[src/rtl/bsg_router_traffic_endpoint.sv]
// bsg_router_traffic_endpoint
//
// Processor-side client for the P port of a mesh router tile. A transmit FSM
// injects a burst of single-flit packets addressed to a destination tile. The
// receive side sinks every packet ejected to P, counting and XOR-checksumming
// it and flagging any packet whose destination is not this tile.
//
// Optional feature macro: BSG_ROUTER_TRAFFIC_ENDPOINT_RX_STALL_EN
//   When defined, the RX ready is gated by bit 0 of a free-running 16-bit
//   Fibonacci LFSR to exercise router backpressure.
//
// Ports
//   clk_i, reset_i       clock; asynchronous active-high reset
//   link_i               from router P output {v, data, ready_and_rev}
//   link_o               to router P input    {v, data, ready_and_rev}
//   my_x_i, my_y_i       this tile's coordinates
//   start_i              one-cycle burst start pulse
//   dest_x_i, dest_y_i   burst destination, sampled on start
//   num_pkts_i           burst length, sampled on start
//   busy_o, tx_done_o    TX FSM in SEND / DONE
//   rx_count_o           packets received, saturating
//   rx_checksum_o        XOR of received data words
//   rx_err_o             sticky destination-mismatch flag
module bsg_router_traffic_endpoint #(
  parameter int unsigned width_p        = 128,
  parameter int unsigned x_cord_width_p = 5,
  parameter int unsigned y_cord_width_p = 5,
  localparam int unsigned link_sif_width_lp = width_p + 2
) (
  input  logic                         clk_i,
  input  logic                         reset_i,
  input  logic [link_sif_width_lp-1:0] link_i,
  output logic [link_sif_width_lp-1:0] link_o,
  input  logic [x_cord_width_p-1:0]    my_x_i,
  input  logic [y_cord_width_p-1:0]    my_y_i,
  input  logic                         start_i,
  input  logic [x_cord_width_p-1:0]    dest_x_i,
  input  logic [y_cord_width_p-1:0]    dest_y_i,
  input  logic [15:0]                  num_pkts_i,
  output logic                         busy_o,
  output logic                         tx_done_o,
  output logic [31:0]                  rx_count_o,
  output logic [width_p-1:0]           rx_checksum_o,
  output logic                         rx_err_o
);

  typedef enum logic [1:0] {StIdle, StSend, StDone} tx_state_e;

  tx_state_e                 state_q, state_d;
  logic [x_cord_width_p-1:0] dest_x_q, dest_x_d;
  logic [y_cord_width_p-1:0] dest_y_q, dest_y_d;
  logic [15:0]               num_q, num_d;
  logic [15:0]               seq_q, seq_d;
  logic [15:0]               seq_inc;
  logic                      rdy_en_q;
  logic [31:0]               rx_count_q, rx_count_d;
  logic [width_p-1:0]        rx_checksum_q, rx_checksum_d;
  logic                      rx_err_q, rx_err_d;

  logic               tx_v, tx_accept;
  logic [width_p-1:0] tx_payload;
  logic               rx_v, rx_rdy, rx_accept, rx_dest_bad;
  logic [width_p-1:0] rx_data;

  // Link unpacking: {v, data, ready_and_rev}, v is the MSB.
  assign rx_v    = link_i[width_p+1];
  assign rx_data = link_i[width_p:1];

`ifdef BSG_ROUTER_TRAFFIC_ENDPOINT_RX_STALL_EN
  logic [15:0] lfsr_q;

  // Fibonacci LFSR, taps 16,14,13,11; the new bit enters at bit 0.
  always_ff @(posedge clk_i or posedge reset_i) begin
    if (reset_i) begin
      lfsr_q <= 16'hACE1;
    end else begin
      lfsr_q <= {lfsr_q[14:0], lfsr_q[15] ^ lfsr_q[13] ^ lfsr_q[12] ^ lfsr_q[10]};
    end
  end

  assign rx_rdy = rdy_en_q & lfsr_q[0];
`else
  assign rx_rdy = rdy_en_q;
`endif

  assign tx_v       = (state_q == StSend);
  assign tx_accept  = tx_v & link_i[0];
  assign seq_inc    = seq_q + 16'd1;
  assign tx_payload = width_p'({seq_q, my_y_i, my_x_i, dest_y_q, dest_x_q});

  assign rx_accept   = rx_v & rx_rdy;
  assign rx_dest_bad = (rx_data[x_cord_width_p-1:0] != my_x_i) ||
                       (rx_data[x_cord_width_p+y_cord_width_p-1:x_cord_width_p] != my_y_i);

  always_comb begin
    state_d  = state_q;
    dest_x_d = dest_x_q;
    dest_y_d = dest_y_q;
    num_d    = num_q;
    seq_d    = seq_q;
    unique case (state_q)
      StIdle, StDone: begin
        if (start_i) begin
          dest_x_d = dest_x_i;
          dest_y_d = dest_y_i;
          num_d    = num_pkts_i;
          seq_d    = '0;
          state_d  = (num_pkts_i != 16'd0) ? StSend : StDone;
        end
      end
      StSend: begin
        if (tx_accept) begin
          seq_d = seq_inc;
          if (seq_inc == num_q) state_d = StDone;
        end
      end
      default: state_d = StIdle;
    endcase
  end

  always_comb begin
    rx_count_d    = rx_count_q;
    rx_checksum_d = rx_checksum_q;
    rx_err_d      = rx_err_q;
    if (rx_accept) begin
      if (rx_count_q != 32'hFFFF_FFFF) rx_count_d = rx_count_q + 32'd1;
      rx_checksum_d = rx_checksum_q ^ rx_data;
      rx_err_d      = rx_err_q | rx_dest_bad;
    end
  end

  always_ff @(posedge clk_i or posedge reset_i) begin
    if (reset_i) begin
      state_q       <= StIdle;
      dest_x_q      <= '0;
      dest_y_q      <= '0;
      num_q         <= '0;
      seq_q         <= '0;
      rdy_en_q      <= 1'b0;
      rx_count_q    <= '0;
      rx_checksum_q <= '0;
      rx_err_q      <= 1'b0;
    end else begin
      state_q       <= state_d;
      dest_x_q      <= dest_x_d;
      dest_y_q      <= dest_y_d;
      num_q         <= num_d;
      seq_q         <= seq_d;
      rdy_en_q      <= 1'b1;
      rx_count_q    <= rx_count_d;
      rx_checksum_q <= rx_checksum_d;
      rx_err_q      <= rx_err_d;
    end
  end

  // Data is forced to zero whenever v is low so the idle link reads as all-zero.
  assign link_o        = {tx_v, (tx_v ? tx_payload : '0), rx_rdy};
  assign busy_o        = tx_v;
  assign tx_done_o     = (state_q == StDone);
  assign rx_count_o    = rx_count_q;
  assign rx_checksum_o = rx_checksum_q;
  assign rx_err_o      = rx_err_q;

endmodule
[config.mk]
export PLATFORM = sky130hd
export DESIGN_NAME = bsg_router_traffic_endpoint
export DESIGN_NICKNAME = d
export VERILOG_FILES = /design/src/rtl/bsg_router_traffic_endpoint.sv
export SDC_FILE = /design/constraint.sdc
export NUM_CORES = 1
export LEC_CHECK = 0
export ABC_AREA = 1
export CAP_MARGIN = 25
export CORE_AREA = 2 2 179 181
export CTS_BUF_LIST = sky130_fd_sc_hd__clkbuf_4
export CTS_CLUSTER_SIZE = 28
export DETAILED_ROUTE_END_ITERATION = 6
export DIE_AREA = 0 0 181 183
export HOLD_SLACK_MARGIN = 0.1
export PLACE_DENSITY = 0.72
export SETUP_SLACK_MARGIN = 0.3
export SLEW_MARGIN = 25
export SYNTH_ARGS = -nofsm -noshare
export SYNTH_HDL_FRONTEND = slang
export SYNTH_SLANG_ARGS = --single-unit
[constraint.sdc]
create_clock -name clk_i -period 21.4 [get_ports clk_i]
set_input_delay 6.42 -clock clk_i [delete_from_list [all_inputs] [get_ports clk_i]]
set_output_delay 6.42 -clock clk_i [all_outputs]
set_load 0.02 [all_outputs]
Word-level counts from Yosys, hierarchy flattened
Index checks and enable logic that the tools add are counted.
{ "totals": {"out_inout_bits": 293, "ramBits": 0, "mem_bits_ro": 0, "latch_bits": 0, "n_memories": 0, "wordCells": 42, "reg_bits": 206, "inputBits": 169} }
{ "classes": {"n_reduce_logical": 9, "shifts": 0, "order_cmp": 0, "n_eq_ne": 9, "div": 0, "mux": 9, "n_bitwise": 4, "multipliers": 0, "add_sub_neg": 2} }
{ "ops": {"columns": ["op", "n"], "rows": [
  ["$xor 128x128->128", 1],
  ["$mux 36", 1],
  ["$add 32x1->32 const B", 1],
  ["$mux 16", 2],
  ["$ne 32x32->1 const B", 1],
  ["$pmux 16 s2", 1],
  ["$add 16x1->16 const B", 1],
  ["$eq 16x16->1", 1],
  ["$reduce_bool 16->1", 1],
  ["$ne 5x5->1", 2],
  ["$mux 2", 4],
  ["$reduce_and 3->1", 2],
  ["$ne 2x1->1 const B", 2],
  ["$pmux 2 s2", 1],
  ["$reduce_and 2->1", 2],
  ["$and 1x1->1", 2],
  ["$eq 2x1->1 const B", 1],
  ["$eq 2x2->1 const B", 1],
  ["$logic_not 2->1", 1],
  ["$ne 2x2->1 const B", 1],
  ["$reduce_bool 2->1", 1],
  ["$reduce_or 2->1", 1],
  ["$logic_or 1x1->1", 1],
  ["$or 1x1->1", 1]
]} }

Depth between registers and ports, before layout
Gate-level depths: netlist (run 1).
{ "logic_depth": {"ltp_word": 5, "depth_mapped": 15, "mapped_depth_nobuf": 15} }

Least setup slack after synthesis (run 1)
No wires, ideal clock.
{ "synth_timing": {"path_kind": "input port to output port", "start": "input my_x_i[1]", "end": "output link_o[12]", "n_path_buf": 0, "t_required_ps": 14980, "arrival_time_ps": 6752, "slack_ps": 8228, "cell_stages": 2, "path_cell_list": "inv_1 nor2_1"} }
{ "synth_via": {"elab_chain_len": 1} }
{ "synth_lines": {"columns": ["element", "line", "text"], "rows": [
  ["start, declared", "34", "input logic [x_cord_width_p-1:0] my_x_i,"],
  ["$mux 36", "157", "assign link_o = {tx_v, (tx_v ? tx_payload : '0), rx_rdy};"],
  ["end, declared", "33", "output logic [link_sif_width_lp-1:0] link_o,"]
]} }
Every way passes these cells.

Final worst setup path (run 1)
{ "layout_timing": {"start": "input my_y_i[0]", "end": "output link_o[16]"} }
{ "layout_via": {"elab_chain_len": 1} }
{ "layout_lines": {"columns": ["element", "line", "text"], "rows": [
  ["start, declared", "35", "input logic [y_cord_width_p-1:0] my_y_i,"],
  ["$mux 36", "157", null]
]} }
Every way passes these cells.

==> run metrics, run 1 <==
Via density 4.35; Root Buffer clkbuf_4; CP required 14.98 ns; Area Overhead vs Synth 44.4%; minimum clock period 14.42 ns; fin crit share 0.674; Fmax 69.4 MHz; Core Area ~31000 um2; slew margin rel. 0.436; Final Slew Violations 0; crit-path max cell delay 0.74 ns; Die Ht 183 um; multi-input combinational cell area 4230 um2; H-tree Lvls 2; Crit Path Class primary input to output port; Synth cell types 35; Cell Area, Placed 13900 um2; post_cts resized 0; Yosys reg bits 206; Fin. Hold Viols 0; Int Power between 1000 and 1500 uW; cells after synthesis 1106; CP Buf/Inv Count 3; crit-path max FO 2; Final #Nets between 1.5k and 2k; critical path launch point type primary input; initial antenna violation count 3; clk_skew about 0.037 ns; Die Wd about 180 um; clock buffer depth 3; fillcell total between 2k and 3k; Die ar. about 33000 um2; pwr/cell area 127 nW/um2; arrival time of the worst setup path 8.00 ns; max cap viols 0; Clock Latency Late Sink 0.66 ns; gpl congestion between 0.8 and 0.9; endpoint class of the critical path output port; post-synthesis sequential area ratio 0.507; Port Buffers 369; Worst Hold Class register to register; synth warn 0; largest net degree at the start of global routing 140; Sw Share 0.386; Largest delay share family, worst path buffers and inverters; initial cell density of the core 0.326; DP Wirelength roughly 22000 um; grt ovf 0; Flop pwr share 0.360; initial drt markers 336; CTS tree done; first-pass GRT wire length 45100 um; status completed; net switching power ~700 uW; post-route cell area around 15000 um2; Detailed Route WL 29200 um; total global-route track usage 0.172; Rows 65; final setup fails 0; maximum VDD drop 84.9 uV; Vias about 8.5k; vias in the first global route between 8k and 9k; CTS Buf Count 58; Pre-antenna DRT Iters 5; Register Area 5150 um2; RSZ-0062 raised after global routing no; CTS Hold Bufs 0; Worst Max-Slew Pin Slew 0.845 ns; setup bufs post-CTS 0; Post-Syn Area between 10000 and 15000 um2; # IOs 462; # clock sinks 206; CP cell instances clkdlybuf4s50_1, inv_1, nor2_1, clkdlybuf4s50_1; post-route core utilization 0.470; drt drc 0; Gate power share 0.443; Setup TNS Final 0 ns; Crit path top cell by count clkdlybuf4s50_1; Post-DRT Antenna Nets 0; Lkg Pwr roughly 0.0064 uW; Reg clk slew, reported paths 0.07 ns; share of cells above drive strength 1 0.0942; DR WL/cell 15.0 um; Critical Path Slowest Stage Cell clkdlybuf4s50_1; Syn Area/Cell 9.19 um2; Clock power frac 0.197
Yosys cell counts:
cell type    n  share of area
a21oi_4      1         0.0016
nor2_4       8         0.0089
nand4_2      2         0.0025
o21bai_1     1        0.00074
buf_4       94          0.069
nand4_1     17          0.010
and2_1       1        0.00062
nor3_2       7         0.0069
nor2_1      83          0.031
nor2_2       6         0.0037
or2_2        3         0.0018
nand3_2      4         0.0039
nand2_4      2         0.0022
nor4_1       6         0.0037
nand2_1    291           0.11
dfrtp_1    206           0.51
clkbuf_1    24         0.0089
o22ai_1     14         0.0086
o21ai_0     21          0.010
inv_2        6         0.0022
xnor2_1    143           0.12
conb_1       2        0.00074
nand2_2      7         0.0043
buf_1        1        0.00037
xor2_1      21          0.018
nand3b_1    10         0.0074
a21oi_1     10         0.0049
o21ai_1      3         0.0015
buf_6        1         0.0011
o21ai_2      1        0.00086
nand3_1     23          0.011
inv_1       78          0.029
buf_2        1        0.00049
nor3_1       6         0.0030
ha_1         2         0.0025
placed cells by master (no fill, tap or decap), types with 2 or more instances in the layout:
cell type | netlist | routed
nor3_2 | 7 | 7
nand4_1 | 17 | 17
inv_2 | 6 | 6
nand3_1 | 23 | 23
clkbuf_4 | 0 | 87
o21ai_1 | 3 | 3
nand2_1 | 291 | 290
diode_2 | 0 | 2
clkinv_1 | 0 | 9
nor2_4 | 8 | 8
nand2_4 | 2 | 3
inv_1 | 78 | 76
a21oi_1 | 10 | 10
o22ai_1 | 14 | 14
xnor2_1 | 143 | 143
xor2_1 | 21 | 21
nand4_2 | 2 | 2
clkinv_2 | 0 | 4
nand3b_1 | 10 | 10
or2_2 | 3 | 3
ha_1 | 2 | 2
nand3_2 | 4 | 4
nor2_2 | 6 | 6
nor4_1 | 6 | 6
nand2_2 | 7 | 7
dfrtp_1 | 206 | 206
nor3_1 | 6 | 6
conb_1 | 2 | 93
buf_4 | 94 | 3
nor2_1 | 83 | 83
o21ai_0 | 21 | 21
clkdlybuf4s50_1 | 0 | 369
power by group through the flow:
stage	Combinational (uW)	Sequential (uW)	Clock, uW
6_report	823	669	366
3_5_place_dp	832	669	0
2_1_floorplan	271	819	0
3_3_place_gp	822	668	0
5_1_grt	875	690	405
4_1_cts	833	669	382
final cells by class:
type | instances | share of cell area
inverters | 84 | 0.0225
multi-input cells | 786 | 0.288
flip-flops and latches | 206 | 0.351
well taps | 402 | 0.0343
clock inverters | 15 | 0.00622
repair buffers | 372 | 0.253
clock buffers | 87 | 0.0445
diodes | 2 | 0.000341
flip-flops by register name, summed over array words and instances, names as in the netlist:
name and count:
dest_y_q 5, rx_count_o 32, rdy_en_q 1, seq_q 16, dest_x_q 5, rx_err_o 1
num_q 16, state_q 2, rx_checksum_o 128
cell families after synthesis:
group                    count (synthesis)  synth area share
flip-flops                             206             0.507
other                                    2          0.000739
buffers and inverters                  205             0.111
adder cells (fa/ha/maj)                  2           0.00246
AND/OR/NAND/NOR                        476             0.209
XOR/XNOR                               164             0.141
AO/OA/AOI/OAI                           51            0.0286
final timing paths:
check | cells past startpoint | slack [ns] | end | startpoint
max | 4 | 6.98 | link_o[16] | my_y_i[0]
min | 1 | 0.47 | rx_checksum_o[11] | rx_checksum_o[11]
max in group asynchronous | 3 | 13.76 | rx_checksum_o[8] | reset_i
min reg2reg | 1 | 0.47 | rx_checksum_o[11] | rx_checksum_o[11]
min in group asynchronous | 2 | 6.27 | rx_checksum_o[57] | reset_i
max reg2reg | 5 | 18.71 | seq_q[8] | state_q[0]
metal layers:
metal | vias up | wire (um) | global-route usage
li1 | 4077 | - | -
met5 | - | 7 | 0
met3 | 54 | 2420 | 0.0558
met4 | 2 | 698 | 0.0650
met1 | 4016 | 11800 | 0.210
met2 | 353 | 14300 | 0.284
metrics by stage:
step	total power [uW]	hold WS [ns]	setup WS [ns]	instances
floorplan	1090	0.453	8.23	1197
CTS	1880	0.473	6.94	1952
detailed placement	1500	0.461	6.94	1850
finish	1860	0.466	6.98	1954
global placement	1490	0.458	6.93	1850
global route	1970	0.478	6.94	1954
No activity file was read; power rests on OpenSTA's default activity.
==> inputs of run 2 (changes only) <==
--- a/config.mk
+++ b/config.mk
@@ -7,13 +7,13 @@
 export LEC_CHECK = 0
 export ABC_AREA = 1
 export CAP_MARGIN = 25
-export CORE_AREA = 2 2 179 181
+export CORE_AREA = 2 2 182 184
 export CTS_BUF_LIST = sky130_fd_sc_hd__clkbuf_4
 export CTS_CLUSTER_SIZE = 28
 export DETAILED_ROUTE_END_ITERATION = 6
-export DIE_AREA = 0 0 181 183
+export DIE_AREA = 0 0 184 186
 export HOLD_SLACK_MARGIN = 0.1
-export PLACE_DENSITY = 0.72
+export PLACE_DENSITY = 0.71
 export SETUP_SLACK_MARGIN = 0.3
 export SLEW_MARGIN = 25
 export SYNTH_ARGS = -nofsm -noshare
==> constraint.sdc (replaced) <==
create_clock -name clk_i -period 15.1 [get_ports clk_i]
set_input_delay 4.53 -clock clk_i [delete_from_list [all_inputs] [get_ports clk_i]]
set_output_delay 4.53 -clock clk_i [all_outputs]
set_load 0.02 [all_outputs]
==> run metrics, run 2 (synthesis gave the netlist of run 1 again) <==
maximum VDD drop 114 uV; vias in the first global route 8545; Pre-antenna DRT Iters 6; Die ar. 34200 um2; critical path launch point type primary input; crit-path max FO 2; Core Area 32200 um2; post_cts resized 0; Fin. Hold Viols 0; Worst Hold Class register to register; Reg clk slew, reported paths approximately 0.070 ns; Worst Max-Slew Pin Slew 0.746 ns; Port Buffers 369; H-tree Lvls 2; share of cells above drive strength 1 0.0858; # IOs 462; Vias 8401; pre-CTS setup slack 4.61 ns; total global-route track usage 0.166; initial drt markers 373; arrival time of the worst setup path 5.94 ns; final setup fails 0; DR WL/cell 14.6 um; largest net degree at the start of global routing 134; Fmax approximately 96 MHz; max cap viols 0; gpl congestion 0.844; Largest register FFs 128; Final #Nets 1679; CTS Hold Bufs 0; setup bufs post-CTS 0; CTS Buf Count 58; initial cell density of the core 0.316; pwr/cell area 178 nW/um2; Setup TNS Final 0 ns; slew margin rel. 0.502; minimum clock period 10.47 ns; first-pass GRT wire length 44600 um; clock buffer depth 3; Die Ht 186 um; Root Buffer clkbuf_4; Area Overhead vs Synth 44.2%; clk_skew 0.0286 ns; Lkg Pwr between 0.006 and 0.007 uW; Crit Path Class primary input to output port; drt drc 0; # clock sinks 206; Clock Latency Late Sink slightly below 0.7 ns; Final Slew Violations 0; commonest cells after routing, fill and taps aside 369 x clkdlybuf4s50_1, 290 x nand2_1, 206 x dfrtp_1, 143 x xnor2_1, 93 x conb_1; Via density ~4.3; CTS tree done; fin crit share 0.693; endpoint class of the critical path output port; setup ws final 4.63 ns; CP required ~11 ns; Detailed Route WL 28700 um; status completed; Die Wd 184 um; commonest non-fill, non-tap cell in the layout clkdlybuf4s50_1; initial antenna violation count 1; Post-DRT Antenna Nets 0; grt ovf 0; RSZ-0062 raised after global routing no; DP Wirelength 21200 um; Rows 66
run 2: cell types whose count changed in the layout (fill, tap and decap cells not counted), sizes merged:
cell | before | now
bufinv | 1 | 2
clkinvlp | 1 | 0
clkinv | 14 | 27
inv | 83 | 85
diode | 2 | 1
clkbuf | 87 | 73
run 2: final timing paths:
path	start	to	slack [ns]	depth (start not counted)
setup / recovery	my_y_i[2]	link_o[18]	4.63	4
hold / removal	rx_checksum_o[16]	rx_checksum_o[16]	0.47	1
setup reg to reg	state_q[0]	seq_q[5]	12.42	5
hold reg to reg	rx_checksum_o[16]	rx_checksum_o[16]	0.47	1
max in group asynchronous	reset_i	seq_q[14]	9.60	3
min in group asynchronous	reset_i	rx_checksum_o[101]	4.35	2
run 2: power by group:
part           internal, uW  switching [uW]
Combinational           560             600
Clock                   262             248
Sequential              778             170
run 2: final cells by class:
| type | instances | area (um2) |
|---|---|---|
| tap | 408 | 510 |
| sequential | 206 | 5150 |
| timing repair buffer | 372 | 3720 |
| antenna | 1 | 2.50 |
| multi-input combinational | 786 | 4230 |
| clock buffer | 73 | 548 |
| fill | 3118 | 17500 |
| inverter | 84 | 330 |
| clock inverter | 30 | 169 |
run 2: worst max-delay path: stages:
cell and delay (ns):
clkdlybuf4s50_1 0.57, inv_1 0.07, nor2_1 0.10, clkdlybuf4s50_1 0.67
run 2: metrics by stage:
| step | hold WS (ns) | util | area (um2) | instances | total power [uW] |
|---|---|---|---|---|---|
| floorplan | 0.453 | - | 10500 | 1197 | 1540 |
| global placement | 0.459 | 0.433 | 13900 | 1856 | 2100 |
| detailed placement | 0.461 | 0.433 | 13900 | 1856 | 2120 |
| CTS | 0.474 | 0.455 | 14600 | 1959 | 2660 |
| global route | 0.482 | 0.455 | 14700 | 1960 | 2780 |
| finish | 0.466 | 0.455 | 14700 | 1960 | 2620 |
run 2: layer usage:
metal | part of all wire | routed length [um] | GRT usage | vias up
li1 | - | - | - | 4087
met1 | 0.40 | 11500 | 0.196 | 3927
met2 | 0.49 | 14100 | 0.278 | 344
met3 | 0.088 | 2540 | 0.0607 | 43
met4 | 0.021 | 601 | 0.0550 | 0
met5 | 0 | 0 | 0 | -
